$ cat src/rtl/node_worklist_sched.sv
// node_worklist_sched: ready-node worklist for a Kahn-style topological walk.
// Seeds the start node, queues nodes whose in-degree reached zero, issues them
// one at a time to the edge-walk datapath with a cap on in-flight nodes, and
// reports run completion or a lost worklist push.
module node_worklist_sched #(
    parameter int PARAM_NODE_IDX_WIDTH  = 10,
    parameter int PARAM_FIFO_DEPTH      = 32,
    parameter int PARAM_MAX_OUTSTANDING = 4,
    parameter int PARAM_COUNTER_WIDTH   = 4
) (
    input  logic                            clk,
    input  logic                            rst_n,
    input  logic                            part_sel,
    input  logic                            start_run,
    input  logic [PARAM_NODE_IDX_WIDTH-1:0] start_node_p1,
    input  logic [PARAM_NODE_IDX_WIDTH-1:0] start_node_p2,
    input  logic                            ready_valid,
    input  logic [PARAM_NODE_IDX_WIDTH-1:0] ready_node,
    output logic                            issue_valid,
    input  logic                            issue_ready,
    output logic [PARAM_NODE_IDX_WIDTH-1:0] node_idx,
    input  logic                            retire,
    output logic                            busy,
    output logic                            run_done,
    output logic                            overflow_err,
    output logic [PARAM_NODE_IDX_WIDTH:0]   nodes_processed
);

    localparam int NW = PARAM_NODE_IDX_WIDTH;
    localparam int AW = $clog2(PARAM_FIFO_DEPTH);
    localparam int CW = PARAM_COUNTER_WIDTH;

    typedef enum logic [2:0] {
        S_IDLE,
        S_SEED,
        S_RUN,
        S_DONE,
        S_ERR
    } state_t;

    state_t          r_state;
    logic [NW-1:0]   r_seed;
    logic [NW-1:0]   r_mem [PARAM_FIFO_DEPTH];
    logic [AW:0]     r_wptr;
    logic [AW:0]     r_rptr;
    logic [CW-1:0]   r_outstanding;
    logic [NW:0]     r_nodes_processed;
    logic            r_busy;
    logic            r_run_done;
    logic            r_overflow;

    logic            w_start;
    logic            w_in_run;
    logic            w_empty;
    logic            w_full;
    logic            w_below_max;
    logic            w_issue_valid;
    logic            w_pop;
    logic            w_retire;
    logic            w_push;
    logic            w_ovf;
    logic            w_done;
    logic            w_wr_en;
    logic [NW-1:0]   w_wr_data;
    logic [NW-1:0]   w_head;

    // A run may only be (re)started from IDLE or from the error state.
    assign w_start     = start_run && ((r_state == S_IDLE) || (r_state == S_ERR));
    assign w_in_run    = (r_state == S_RUN);

    // Pointers carry an extra wrap bit so full and empty are distinguishable.
    assign w_empty     = (r_wptr == r_rptr);
    assign w_full      = (r_wptr[AW] != r_rptr[AW]) &&
                         (r_wptr[AW-1:0] == r_rptr[AW-1:0]);
    assign w_below_max = (r_outstanding < CW'(PARAM_MAX_OUTSTANDING));

    assign w_issue_valid = w_in_run && !w_empty && w_below_max;
    assign w_pop         = w_issue_valid && issue_ready;
    // A retire with nothing in flight is spurious and dropped.
    assign w_retire      = w_in_run && retire && (r_outstanding != '0);
    // A full worklist still accepts a push when the head leaves this cycle.
    assign w_push        = w_in_run && ready_valid && (!w_full || w_pop);
    assign w_ovf         = w_in_run && ready_valid && w_full && !w_pop;
    assign w_done        = w_in_run && w_empty && (r_outstanding == '0) &&
                           !ready_valid && !w_pop && !w_retire;

    // The SEED cycle reuses the push path to load the start node.
    assign w_wr_en   = (r_state == S_SEED) || w_push;
    assign w_wr_data = (r_state == S_SEED) ? r_seed : ready_node;
    assign w_head    = r_mem[r_rptr[AW-1:0]];

    assign issue_valid     = w_issue_valid;
    assign node_idx        = (w_in_run && !w_empty) ? w_head : '0;
    assign busy            = r_busy;
    assign run_done        = r_run_done;
    assign overflow_err    = r_overflow;
    assign nodes_processed = r_nodes_processed;

    // Capture the seed node for the selected puzzle part when a run starts.
    always_ff @(posedge clk) begin
        if (w_start) begin
            r_seed <= part_sel ? start_node_p2 : start_node_p1;
        end
    end

    // Worklist storage; contents are only meaningful between the pointers.
    always_ff @(posedge clk) begin
        if (w_wr_en) begin
            r_mem[r_wptr[AW-1:0]] <= w_wr_data;
        end
    end

    // Worklist pointers, cleared at the start of every run.
    always_ff @(posedge clk or negedge rst_n) begin
        if (!rst_n) begin
            r_wptr <= '0;
            r_rptr <= '0;
        end else if (w_start) begin
            r_wptr <= '0;
            r_rptr <= '0;
        end else begin
            if (w_wr_en) begin
                r_wptr <= r_wptr + (AW+1)'(1);
            end
            if (w_pop) begin
                r_rptr <= r_rptr + (AW+1)'(1);
            end
        end
    end

    // Count of issued-but-not-retired nodes; issue and retire together cancel.
    always_ff @(posedge clk or negedge rst_n) begin
        if (!rst_n) begin
            r_outstanding <= '0;
        end else if (w_start) begin
            r_outstanding <= '0;
        end else begin
            case ({w_pop, w_retire})
                2'b10:   r_outstanding <= r_outstanding + CW'(1);
                2'b01:   r_outstanding <= r_outstanding - CW'(1);
                default: r_outstanding <= r_outstanding;
            endcase
        end
    end

    // Saturating count of retired nodes for the current run.
    always_ff @(posedge clk or negedge rst_n) begin
        if (!rst_n) begin
            r_nodes_processed <= '0;
        end else if (w_start) begin
            r_nodes_processed <= '0;
        end else if (w_retire && (r_nodes_processed != '1)) begin
            r_nodes_processed <= r_nodes_processed + (NW+1)'(1);
        end
    end

    // Run-control FSM with registered busy, run_done and overflow flags.
    always_ff @(posedge clk or negedge rst_n) begin
        if (!rst_n) begin
            r_state    <= S_IDLE;
            r_busy     <= 1'b0;
            r_run_done <= 1'b0;
            r_overflow <= 1'b0;
        end else begin
            case (r_state)
                S_IDLE, S_ERR: begin
                    r_run_done <= 1'b0;
                    if (start_run) begin
                        r_state    <= S_SEED;
                        r_busy     <= 1'b1;
                        r_overflow <= 1'b0;
                    end
                end
                S_SEED: begin
                    r_state <= S_RUN;
                end
                S_RUN: begin
                    if (w_ovf) begin
                        r_state    <= S_ERR;
                        r_busy     <= 1'b0;
                        r_overflow <= 1'b1;
                    end else if (w_done) begin
                        r_state    <= S_DONE;
                        r_busy     <= 1'b0;
                        r_run_done <= 1'b1;
                    end
                end
                S_DONE: begin
                    r_run_done <= 1'b0;
                    r_state    <= S_IDLE;
                end
                default: begin
                    r_state    <= S_IDLE;
                    r_busy     <= 1'b0;
                    r_run_done <= 1'b0;
                end
            endcase
        end
    end

endmodule

$ cat config.mk
export PLATFORM = sky130hd
export DESIGN_NAME = node_worklist_sched
export DESIGN_NICKNAME = d
export VERILOG_FILES = /design/src/rtl/node_worklist_sched.sv
export SDC_FILE = /design/constraint.sdc
export NUM_CORES = 1
export LEC_CHECK = 0
export BUFFER_PORTS_ARGS = -buffer_cell sky130_fd_sc_hd__buf_2
export CORE_UTILIZATION = 45
export DETAILED_ROUTE_END_ITERATION = 8
export PLACE_DENSITY = 0.6
export SLEW_MARGIN = 20
export SYNTH_ARGS = -nofsm -noshare
export SYNTH_HDL_FRONTEND = slang
export SYNTH_SLANG_ARGS = --single-unit
$ cat constraint.sdc
create_clock -name clk -period 5.9 [get_ports clk]
set_clock_uncertainty 0.15 [all_clocks]
set_input_delay 1.18 -clock clk [delete_from_list [all_inputs] [get_ports clk]]
set_output_delay 1.18 -clock clk [all_outputs]
set_load 0.02 [all_outputs]
==> results of run 1 <==
path summary, 6_finish.rpt:
check | from | end | slack, ns | depth (start not counted)
setup reg to reg | r_state[0] | r_mem[10][3] | 2.33 | 5
max in group asynchronous | rst_n | r_rptr[1] | 4.42 | 1
setup / recovery | r_rptr[1] | node_idx[7] | 1.25 | 6
hold reg to reg | run_done | run_done | 0.37 | 2
hold / removal | run_done | run_done | 0.37 | 2
min in group asynchronous | rst_n | nodes_processed[6] | 0.59 | 1
metrics by stage:
step           instance area [sq um]  power (mW)
2_1_floorplan                  14950       4.359
3_3_place_gp                   15680       4.858
3_5_place_dp                   15690       4.882
4_1_cts                        16840       7.081
5_1_grt                        16880       7.323
6_report                       16880       7.029
layout make-up:
type | count | share of cell area, %
clock inverter | 15 | 0.6151
multi-input combinational | 398 | 23.69
timing repair buffer | 70 | 2.401
sequential | 363 | 63.65
tap | 442 | 3.276
inverter | 9 | 0.2001
clock buffer | 54 | 6.174
placed cells by master, fill, tap and decap left out, types with 5 or more instances in the layout:
cell	netlist	routed
clkbuf_16	0	39
o21ai_0	9	9
clkinv_2	0	9
inv_1	8	8
edfxtp_1	330	330
nor2_2	0	10
a21oi_1	26	26
mux2i_1	27	27
buf_2	21	61
xor2_1	11	11
nand2_1	24	24
clkbuf_1	16	14
a22o_1	10	10
buf_4	0	7
nor2_1	52	42
mux4_2	80	80
mux2_2	20	20
dfrtp_1	33	29
nor2b_1	20	20
a31oi_1	5	5
nand3_1	16	16
a211oi_1	20	20
and3_1	7	7
xnor2_1	8	8
ha_1	8	8
nor3_1	6	6
o21ai_2	5	5
cell usage after synthesis (5+ instances only):
master and n:
ha_1 8, o21ai_0 9, clkbuf_1 16, o21ai_2 5, mux2i_1 27, nor2b_1 20
a22o_1 10, nor3_1 6, edfxtp_1 330, nand2_1 24, a21oi_1 26, a211oi_1 20
mux4_2 80, nand3_1 16, xor2_1 11, inv_1 8, mux2_2 20, a31oi_1 5
buf_2 21, xnor2_1 8, dfrtp_1 33, and3_1 7, nor2_1 52
kinds of logic (layout without fill, tap and decap cells):
group	count (synthesis)	after routing	synth area share, %
xor gates and xnor gates	19	19	1.113
adders and majority gates	8	8	0.6695
and+or+nand+nor	156	156	5.356
muxes	127	127	15.36
DFF	363	363	71.80
buffers and inverters	53	148	1.657
AOI/OAI and AO/OA	88	88	4.042
power breakdown:
part | switching [mW] | total [mW] | leakage [nW] | internal (mW)
logic | 0.950 | 1.56 | 1.53 | 0.614
clock network | 0.930 | 2.21 | 0.567 | 1.28
registers | 0.148 | 3.26 | 3.41 | 3.11
total | 2.03 | 7.03 | 5.51 | 5.00
flip-flops by register name, summed over array words and instances, names as in the netlist:
register	cells
busy	1
nodes_processed	11
overflow_err	1
r_mem	320
r_outstanding	4
r_rptr	6
r_seed	10
r_state	3
r_wptr	6
run_done	1
routing by layer:
| metal | global-route usage [%] | vias to the layer above | part of all wire (%) |
|---|---|---|---|
| li1 | - | 3416 | - |
| met1 | 28.77 | 3987 | 45 |
| met2 | 32.50 | 202 | 49 |
| met3 | 2.766 | 36 | 4.9 |
| met4 | 4.467 | 0 | 1.5 |
| met5 | 0 | - | 0 |
worst reg2reg max path, cell delays in order, from the launching register on:
cell     delay (ns)
dfrtp_1        0.44
or3b_1         0.54
nor4b_4        0.46
o31a_2         0.41
o21ai_2        0.25
nor2_1         0.93
==> results, run 1 <==
- The number of H-tree levels is 2.
- The number of optimization iterations in the first detailed-route pass is 7.
- The type of destination of the critical path is an output pin.
- For this configuration, the core starts out at a cell density of 45.84%.
- The path class of the tightest hold or removal check is reg2reg.
- The detail route stage leaves a number of antenna-violating nets equal to 0.
- The detailed router placed 7,641 vias in this run.
- The vertical extent of the die is 184.3 um.
- In the post-route analysis, the smallest setup slack over all paths is 1.247 ns.
- The global-route wire length before repair is a little under 50 mm.
- The type of the worst setup path is reg2out.
- Input and output buffers added on the ports amount to 61.
- The count of state elements after synthesis is 363.
- For this run, asynchronously set or reset flops after synthesis account for between 9 and 10%.
- Setup repair after global routing left no endpoint under its margin.
- In the final routed layout, each cell accounts on average for between 20 and 25 um.
- TritonCTS built the clock tree.
- The largest incremental delay on the critical path is 0.91 ns.
- Counting every instance in the synthesized netlist gives roughly 810.
- The portion of the clock cycle consumed by the worst path in the final layout is 78.87%.
- The initialized floorplan defines 66 standard-cell rows.
- After filler insertion, the fill cell instance count of the layout stands at 2,643.
- The flow ran to the end, and the final reports show no timing, DRC or antenna violations.
- The total power divided by cell area is around 420 nW/um^2.
- The count of unique library cells instantiated by Yosys is 49.
- After clock tree synthesis, the clock-pin slew on the worst setup and hold paths is ~0.060 ns.
- For this run, the post-layout net count is just over 900.
- The fraction of the yosys area taken by sequential cells is between 70% and 80%.
- The final RePlAce weighted congestion is 0.7440.
- In the synthesized netlist the dominant register cell turns out to be edfxtp_1.
- In this run, placement finished with an instance count of roughly 1,300.
- After detailed routing, the number of remaining DRC violations is 0.
- Global routing consumed, over all layers together, about a fifth of the routing resources.
- The clock period minus worst slack is 4.654 ns.
- Yosys mapped a number of flops with a built-in enable equal to 330.
- The pin slew with the least headroom to its limit is about 1.2 ns.
- The net count after synthesis is 859.
- The clock sink total is about 360.
- Using the TritonRoute via totals, the vias-per-cell ratio works out to approximately 5.7.
- Across the run, the number of max-cap violations was 0.
- Prior to clock tree synthesis, the placed netlist has a worst setup slack of around 1.7 ns.
- The largest net degree at the start of global routing is 55.
- The sequential cell area is 10,750 sq um.
- The fraction of synthesized cell area taken by the top area cell type is 66.28%.
- The critical path buffer and inverter count is 1.
- The proportion of layout cells with a drive suffix above 1 is 27.06%.
- The highest achievable clock rate is 0.2149 GHz.
- Among all stages on the critical path, the largest delay is contributed by dfrtp_4.
- From left edge to right edge, the die measures 184.3 um.
- The cell area after technology mapping is ~15,000 sq um.
- Once the clock tree was built, the setup fixing pass inserted 0 buffers.
- The clock passes through at most 3 buffers.
- The element type at the critical path start is a flop.
- The worst max-slew margin expressed relative to the limit is ~22%.
- The required time reported for the critical path endpoint is between 4 and 5 ns.
- By area the synthesized netlist is led by edfxtp_1 (66%), mux4_2 (12%), dfrtp_1 (5.5%), mux2i_1 (1.8%), mux2_2 (1.5%).
- The cell chosen for the clock root is clkbuf_16.
- The number of hold buffers added after CTS was 0.
- The number of cells upsized or downsized after cts is 0.
- The worst-case hold slack is ~0.37 ns.
- The full die area is about 34,000 sq um.
- The synthesis-to-layout area growth is 12.91%.
- Along the worst path, the maximum fanout reaches 43.
- The final design utilization is 51.76%.
- The count of cells in the finished layout, fillers not included, comes to between 1,000 and 1,500.
- Summed over all layers, the routed wires come to approximately 33 mm.
- Setup violations remaining at the end of the flow were counted as 0.
- The number of primary I/O pins is 62.
- The number of buffers added by the clock tree synthesis step is 38.
- Summed over all layers, the global routing overflow is 0.
- The worst-case vdd ir drop is 193.0 uV.
- The clock reaches the later pin of the worst-skew pair after roughly 0.51 ns.
- The mean post-synth cell area is 18.37 sq um.
- The signal on the critical path passes through mux4_2 > nor2b_1 > a211oi_1 > a21oi_1 > a22o_1 > buf_2.
- The area occupied by multi-input gates is ~4000 sq um.
- The number of antenna violations at the first check in global routing is 0.
- Detailed placement ended at an HPWL of just under 20 mm.
- Data arrives at the worst endpoint at around 3.3 ns.
- The count of synthesis-stage warnings from yosys is 0.
- The final antenna diode count is 0.
- The via count of the first global-routing pass is just under 8,000.
- The DRC marker count from the first detailed-route iteration is 686.
- Of all cell types, the one taking the most synthesized area is edfxtp_1.
- The kind of cell with the highest combined delay along the critical path is compound AO/OA/AOI/OAI gates.
- The final count of pins violating max slew was 0.
- The core region is roughly 33,000 sq um.
- In the final timing run, aggregate negative setup slack is 0 ns.
- The total count of hold-check failures in the final report is 0.
- The standby leakage power is approximately 5.5 nW.
Note: power is estimated with default switching activity, not from simulation.
==> inputs of run 2 (changes only) <==
- PLACE_DENSITY: 0.6 -> 0.63
- clock period: 5.9 -> 4.1 ns (I/O delays scaled with it)
==> results, run 2 (synthesis gave the netlist of run 1 again) <==
- The run finished with clean final reports.
- The total count of hold-check failures in the final report is 0 (unchanged).
- The horizontal die dimension was 184.3 um (unchanged).
- After layout, the worst path uses between 90 and 100% of the clock period.
- The full die area is 33,960 sq um (unchanged).
- STA classifies the critical path endpoint as an output pin.
- The number of buffers inserted by hold repair at cts is 0 (unchanged).
- The aggregate routed wire length came to 32.74 mm (+0.45%).
- The number of antenna violations at the first check in global routing was 0 (unchanged).
- The detailed placer's ending HPWL is 20.61 mm (+4.2%).
- The count of antenna-violating nets left after detailed routing is 0 (unchanged).
- The slack of the worst reg-to-reg path is 0.61 ns (-1.72 ns).
- The count of fill cells added during filler insertion is 2,570 (-2.8%).
- The remaining routing DRC violations is 0 (unchanged).
- The aggregate negative setup slack is 0 ns (unchanged).
- The type of the worst min-delay path is in2async.
- Walking the worst path, the cells encountered are buf_4 > mux4_2 > nor2b_1 > a211oi_1 > a21oi_1 > a22o_1 > buf_2.
- After layout, the minimum clock period comes to about 3.9 ns.
- The clock latency on the worst-skew pair is 0.53 ns (+0.02 ns).
- The standard-cell row count is 66 (unchanged).
- The vertical extent of the die came to 184.3 um (unchanged).
- The largest incremental delay on the critical path was 0.52 ns (-0.39 ns).
- Leaving out fill and tap cells, the most frequent cells in the layout are edfxtp_1 (330), mux4_2 (80), buf_2 (61).
- The cell with the biggest individual delay on the critical path is a211oi_1.
- The total overflow reported by the global router is 0 (unchanged).
- The required time reported for the critical path endpoint is 3.13 ns (-1.44 ns).
- The total number of cells along the worst setup path is 7 (+1).
- The starting density of the core is 45.84% (unchanged).
- The worst max-slew margin expressed relative to the limit is 24.66% (+2.8 points).
- The post-CTS clock slew at the launch and capture registers of the worst setup and hold paths was 0.06 ns (about the same).
- The clock sink total is 363 (unchanged).
- The total number of vias is 7,825 (+2.4%).
- The via count of the first global-routing pass is 7,678 (-0.70%).
- The number of optimization iterations in the first detailed-route pass came to 4 (-3).
- The count of buffers inserted at the top-level ports is 61 (unchanged).
- Broken down by cell family, the worst path's largest delay share belongs to compound AO/OA/AOI/OAI gates.
- The routed wirelength normalized by instance count is 23.71 um (-1.7%).
- The clock tree buffer depth is 3 (unchanged).
- The most common cell after layout, fill and taps aside is edfxtp_1.
- The cell depth of the worst flop-to-flop path is 5 (unchanged).
- The element type at the critical path start is a flop.
- The number of H-tree levels is 2 (unchanged).
- The global-route wire length before repair came to 48.66 mm (-0.97%).
- The standby leakage power was 5.701 nW (+3.5%).
- The largest net degree at the start of global routing came to 57 (+3.6%).
- The startpoint identified for the worst register-to-register timing path is r_state[0].
- The number of buffers added by the clock tree synthesis step is 39 (+2.6%).
- Setup repair after global routing left no endpoint under its margin.
- The worst-case vdd ir drop is 288.3 uV (+49%).
- The pin slew with the least headroom to its limit is 1.126 ns (-0.04148 ns).
- The global-route usage over all layers was 19.81% (-0.17 points).
- The type of the worst setup path is reg2out.
- TritonCTS built the clock tree.
- The worst-case hold slack is 0.2341 ns (-0.1398 ns).
- The final RePlAce weighted congestion is 0.7596 (+2.1%).
- The core box area is 32,620 sq um (unchanged).
- The highest fanout seen on the critical path is 8 (-81%).
- The number of primary I/O pins is 62 (unchanged).
- The final count of pins violating max slew is 0 (unchanged).
- The data arrival time of the critical path is 2.89 ns (-0.43 ns).
- The number of cells upsized or downsized after cts came to 0 (unchanged).
- The final layout net count is 956 (+3.4%).
- The via density per instance is 5.666 (+0.18%).
- The DRC marker count from the first detailed-route iteration is 738 (+7.6%).
- The number of setup violations in the final report is 0 (unchanged).
- The total power divided by cell area is 602.9 nW/um^2 (+45%).
- In this run the critical register-to-register path is captured at r_mem[14][3].
- The final antenna diode count is 0 (unchanged).
- The area growth from synthesis to layout is 14.78%.
- The number of flip-flops in the largest register is 320 (unchanged).
- The count of maximum capacitance violations is 0 (unchanged).
- Static timing analysis puts the maximum clock frequency at approximately 0.26 GHz.
- The critical path buffer and inverter count is 2 (+1).
- The cell chosen for the clock root is clkbuf_16.
- The proportion of layout cells with a drive suffix above 1 is 28.86% (+1.8 points).
[run 2: routing by layer]
layer  track usage, %  share of wire (%)  up-vias  wire, um
met3            3.102                5.2       36      1706
met5                0                  0        -         0
met4            4.900                1.6        0       537
met2            30.41                 47      216     15330
met1            29.68                 46     4104     15170
li1                 -                  -     3469         -
[run 2: area by class of cell]
class | count | area (sq um) | area share [%]
clock buffers | 51 | 1041 | 6.066
clock inverters | 18 | 176.4 | 1.028
inverters | 9 | 33.78 | 0.1968
multi-input cells | 398 | 3976 | 23.17
flip-flops and latches | 363 | 10750 | 62.61
well taps | 442 | 553.0 | 3.223
repair buffers | 100 | 635.6 | 3.704
[run 2: report_power, final]
group	total (mW)	switching (mW)	internal, mW
combinational	2.42	1.47	0.950
clock	3.33	1.40	1.93
sequential	4.59	0.122	4.47
total	10.3	2.99	7.35
[run 2: what timing repair did]
item                                    in CTS  in global routing
endpoints found under the setup margin       0                  8
endpoints found under the hold margin        0                  0
buffers inserted                             0                  7
[run 2: stage by stage]
| step | setup WS [ns] | cell area, sq um | utilization, % | cells | power [mW] |
|---|---|---|---|---|---|
| after floorplan | 1.015 | 14950 | - | 814 | 6.272 |
| after detailed placement | 0.6114 | 15890 | 48.71 | 1305 | 7.081 |
| after global routing | 0.08441 | 17160 | 52.61 | 1381 | 10.76 |
| after CTS | 0.02937 | 17110 | 52.44 | 1374 | 10.39 |
| final | 0.2377 | 17160 | 52.61 | 1381 | 10.35 |
| after global placement | 0.6024 | 15890 | 48.71 | 1305 | 7.046 |
[run 2: worst max-delay path by stage]
stage,from,endpoint,slack (ns)
after floorplan,r_rptr[0],node_idx[4],1.01
after global placement,r_rptr[1],node_idx[9],0.60
after detailed placement,r_rptr[1],node_idx[5],0.61
after CTS,r_rptr[1],node_idx[5],0.03
after global routing,r_rptr[0],node_idx[6],0.08
final,r_rptr[1],node_idx[5],0.24
[run 2: worst register-to-register path, cell delays in order, from the launching register on]
cell and delay [ns]:
dfrtp_1 0.43, or3b_1 0.52, nor4b_4 0.46, o31a_2 0.42, o21ai_2 0.21, nor2_1 0.90
==> inputs of run 3 (changes only) <==
- CTS_CLUSTER_SIZE: unset -> 20
- PLACE_DENSITY: 0.63 -> 0.6
- clock period: 4.1 -> 4.6 ns (I/O delays scaled with it)
==> results, run 3 (synthesis gave the netlist of run 1 again) <==
- The flow ran to the end, and the final reports show no timing, DRC or antenna violations.
- The DRC marker count from the first detailed-route iteration came to 646 (-12%).
- The number of setup violations in the final report came to 0 (unchanged).
- The number of H-tree levels is 2 (unchanged).
- The final layout net count is 962 (+0.63%).
- The element type at the critical path start is a flop.
- The count of antenna-violating nets left after detailed routing is 0 (unchanged).
- The largest net degree at the start of global routing is 41 (-28%).
- The count of fill cells added during filler insertion was 2,602 (+1.2%).
- The global-route wire length before repair was 50.36 mm (+3.5%).
- The post-CTS clock slew at the launch and capture registers of the worst setup and hold paths is 0.06 ns (about the same).
- The required time reported for the critical path endpoint is 3.53 ns (+0.40 ns).
- The count of maximum capacitance violations is 0 (unchanged).
- The vertical extent of the die came to 184.3 um (unchanged).
- The number of buffers inserted by hold repair at cts came to 0 (unchanged).
- The remaining routing DRC violations is 0 (unchanged).
- The worst-case hold slack is 0.3252 ns (+0.09106 ns).
- The number of buffers added by the clock tree synthesis step is 40 (+2.6%).
- The total number of vias is 7,731 (-1.2%).
- The number of flip-flops in the largest register is 320 (unchanged).
- The number of optimization iterations in the first detailed-route pass is 4 (unchanged).
- The pin slew with the least headroom to its limit was 0.8759 ns (-0.2500 ns).
- The aggregate routed wire length is 33.26 mm (+1.6%).
- STA classifies the critical path endpoint as an output pin.
- TritonCTS built the clock tree.
- The area occupied by multi-input gates is 3974 sq um (about the same).
- The starting density of the core is 45.84% (unchanged).
- The number of cells upsized or downsized after cts was 0 (unchanged).
- The total count of hold-check failures in the final report was 0 (unchanged).
- The horizontal die dimension is 184.3 um (unchanged).
- The worst max-slew margin expressed relative to the limit was 40.78% (+16 points).
- The aggregate negative setup slack is 0 ns (unchanged).
- The total overflow reported by the global router is 0 (unchanged).
- The portion of the clock cycle consumed by the worst path in the final layout is about 94%.
- The total power divided by cell area is 535.7 nW/um^2 (-11%).
- The global-route met3 utilization is 3.734% (+0.63 points).
- The number of primary I/O pins is 62 (unchanged).
- The data arrival time of the critical path was 3.26 ns (+0.37 ns).
- The number of antenna violations at the first check in global routing came to 1 (+1).
- The final count of pins violating max slew came to 0 (unchanged).
- The standby leakage power came to 5.734 nW (+0.58%).
- The cell chosen for the clock root is clkbuf_16.
- The top cell types in the final layout, fill and taps aside, are edfxtp_1 (330), mux4_2 (80), buf_2 (61).
- The highest achievable clock rate is around 0.23 GHz.
- Setup repair after global routing left no endpoint under its margin.
- The met2 track demand over resource is 32.41% (+2.0 points).
- The global-route track usage on met1 came to 29.17% (-0.51 points).
- The most critical setup path has its startpoint at r_rptr[0].
- The area growth from synthesis to layout is 15.07%.
- The proportion of layout cells with a drive suffix above 1 is 28.62% (-0.24 points).
- The highest-utilization routing layer at the global route stage is met2.
- The full die area was 33,960 sq um (unchanged).
- The via density per instance was 5.562 (-1.8%).
- The standard-cell row count is 66 (unchanged).
- The min-delay analysis places its worst path in the category in2async.
- The reg-to-reg startpoint is r_state[0].
- The detailed placer's ending HPWL was 20.12 mm (-2.4%).
- The critical path is of the reg2out type.
- The clock latency on the worst-skew pair is 0.54 ns (about the same).
- The highest fanout seen on the critical path is 24 (+16).
- The clock sink total is 363 (unchanged).
- The core box area is 32,620 sq um (unchanged).
- The routed wirelength normalized by instance count is 23.93 um (+0.94%).
- The most common cell after layout, fill and taps aside is edfxtp_1.
- The global-route usage over all layers came to 20.46% (+0.66 points).
- The clock tree buffer depth is 3 (unchanged).
- The setup fix buffers added after clock tree synthesis came to 0 (unchanged).
- The sequential cell area is 10,750 sq um (unchanged).
- The total power draw is 9.217 mW (-11%).
- The via count of the first global-routing pass was 7,787 (+1.4%).
- The final RePlAce weighted congestion is 0.7842 (+3.2%).
- The worst-case vdd ir drop is 311.6 uV (+8.1%).
- The count of buffers inserted at the top-level ports was 61 (unchanged).
- Subtracting the final worst setup slack from the clock period gives around 4.3 ns.
[run 3: worst paths after layout]
path	to	slack [ns]	cells past startpoint
max	node_idx[0]	0.27	6
min	nodes_processed[7]	0.33	1
max reg2reg	r_mem[22][6]	1.10	6
min reg2reg	run_done	0.37	2
max in group asynchronous	r_rptr[0]	3.37	1
min in group clk	run_done	0.37	2
[run 3: layout make-up]
type / count / share of cell area [%]
sequential: 363 / 62.45
timing repair buffer: 105 / 3.840
multi-input combinational: 398 / 23.10
clock inverter: 19 / 0.9599
clock buffer: 53 / 6.225
tap: 442 / 3.214
antenna: 1 / 0.01454
inverter: 9 / 0.1963
[run 3: per-stage QoR]
step	std cells	instance area [sq um]	setup WS [ns]	utilization, %
after floorplan	814	14950	1.415	-
after global placement	1317	15970	0.7912	48.95
after detailed placement	1317	15970	0.7839	48.95
after CTS	1389	17200	0.2060	52.74
after global routing	1389	17200	0.06497	52.74
final	1390	17210	0.2663	52.75
[run 3: critical path, stage by stage (launching register included)]
cell and delay (ns):
dfrtp_4 0.72, buf_4 0.46, mux4_2 0.58, mux2i_1 0.30
a21oi_1 0.14, a22o_1 0.31, buf_2 0.18
[run 3: power by group]
part / switching, mW / internal (mW)
clock network: 1.26 / 1.76
logic: 1.24 / 0.804
registers: 0.168 / 3.98
[run 3: metal layers]
metal | share of wire, % | up-vias | wire length [um]
met4 | 2.0 | 2 | 667
met1 | 46 | 3989 | 15250
met2 | 47 | 192 | 15710
met3 | 4.9 | 49 | 1624
met5 | 0.039 | - | 13
li1 | - | 3499 | -
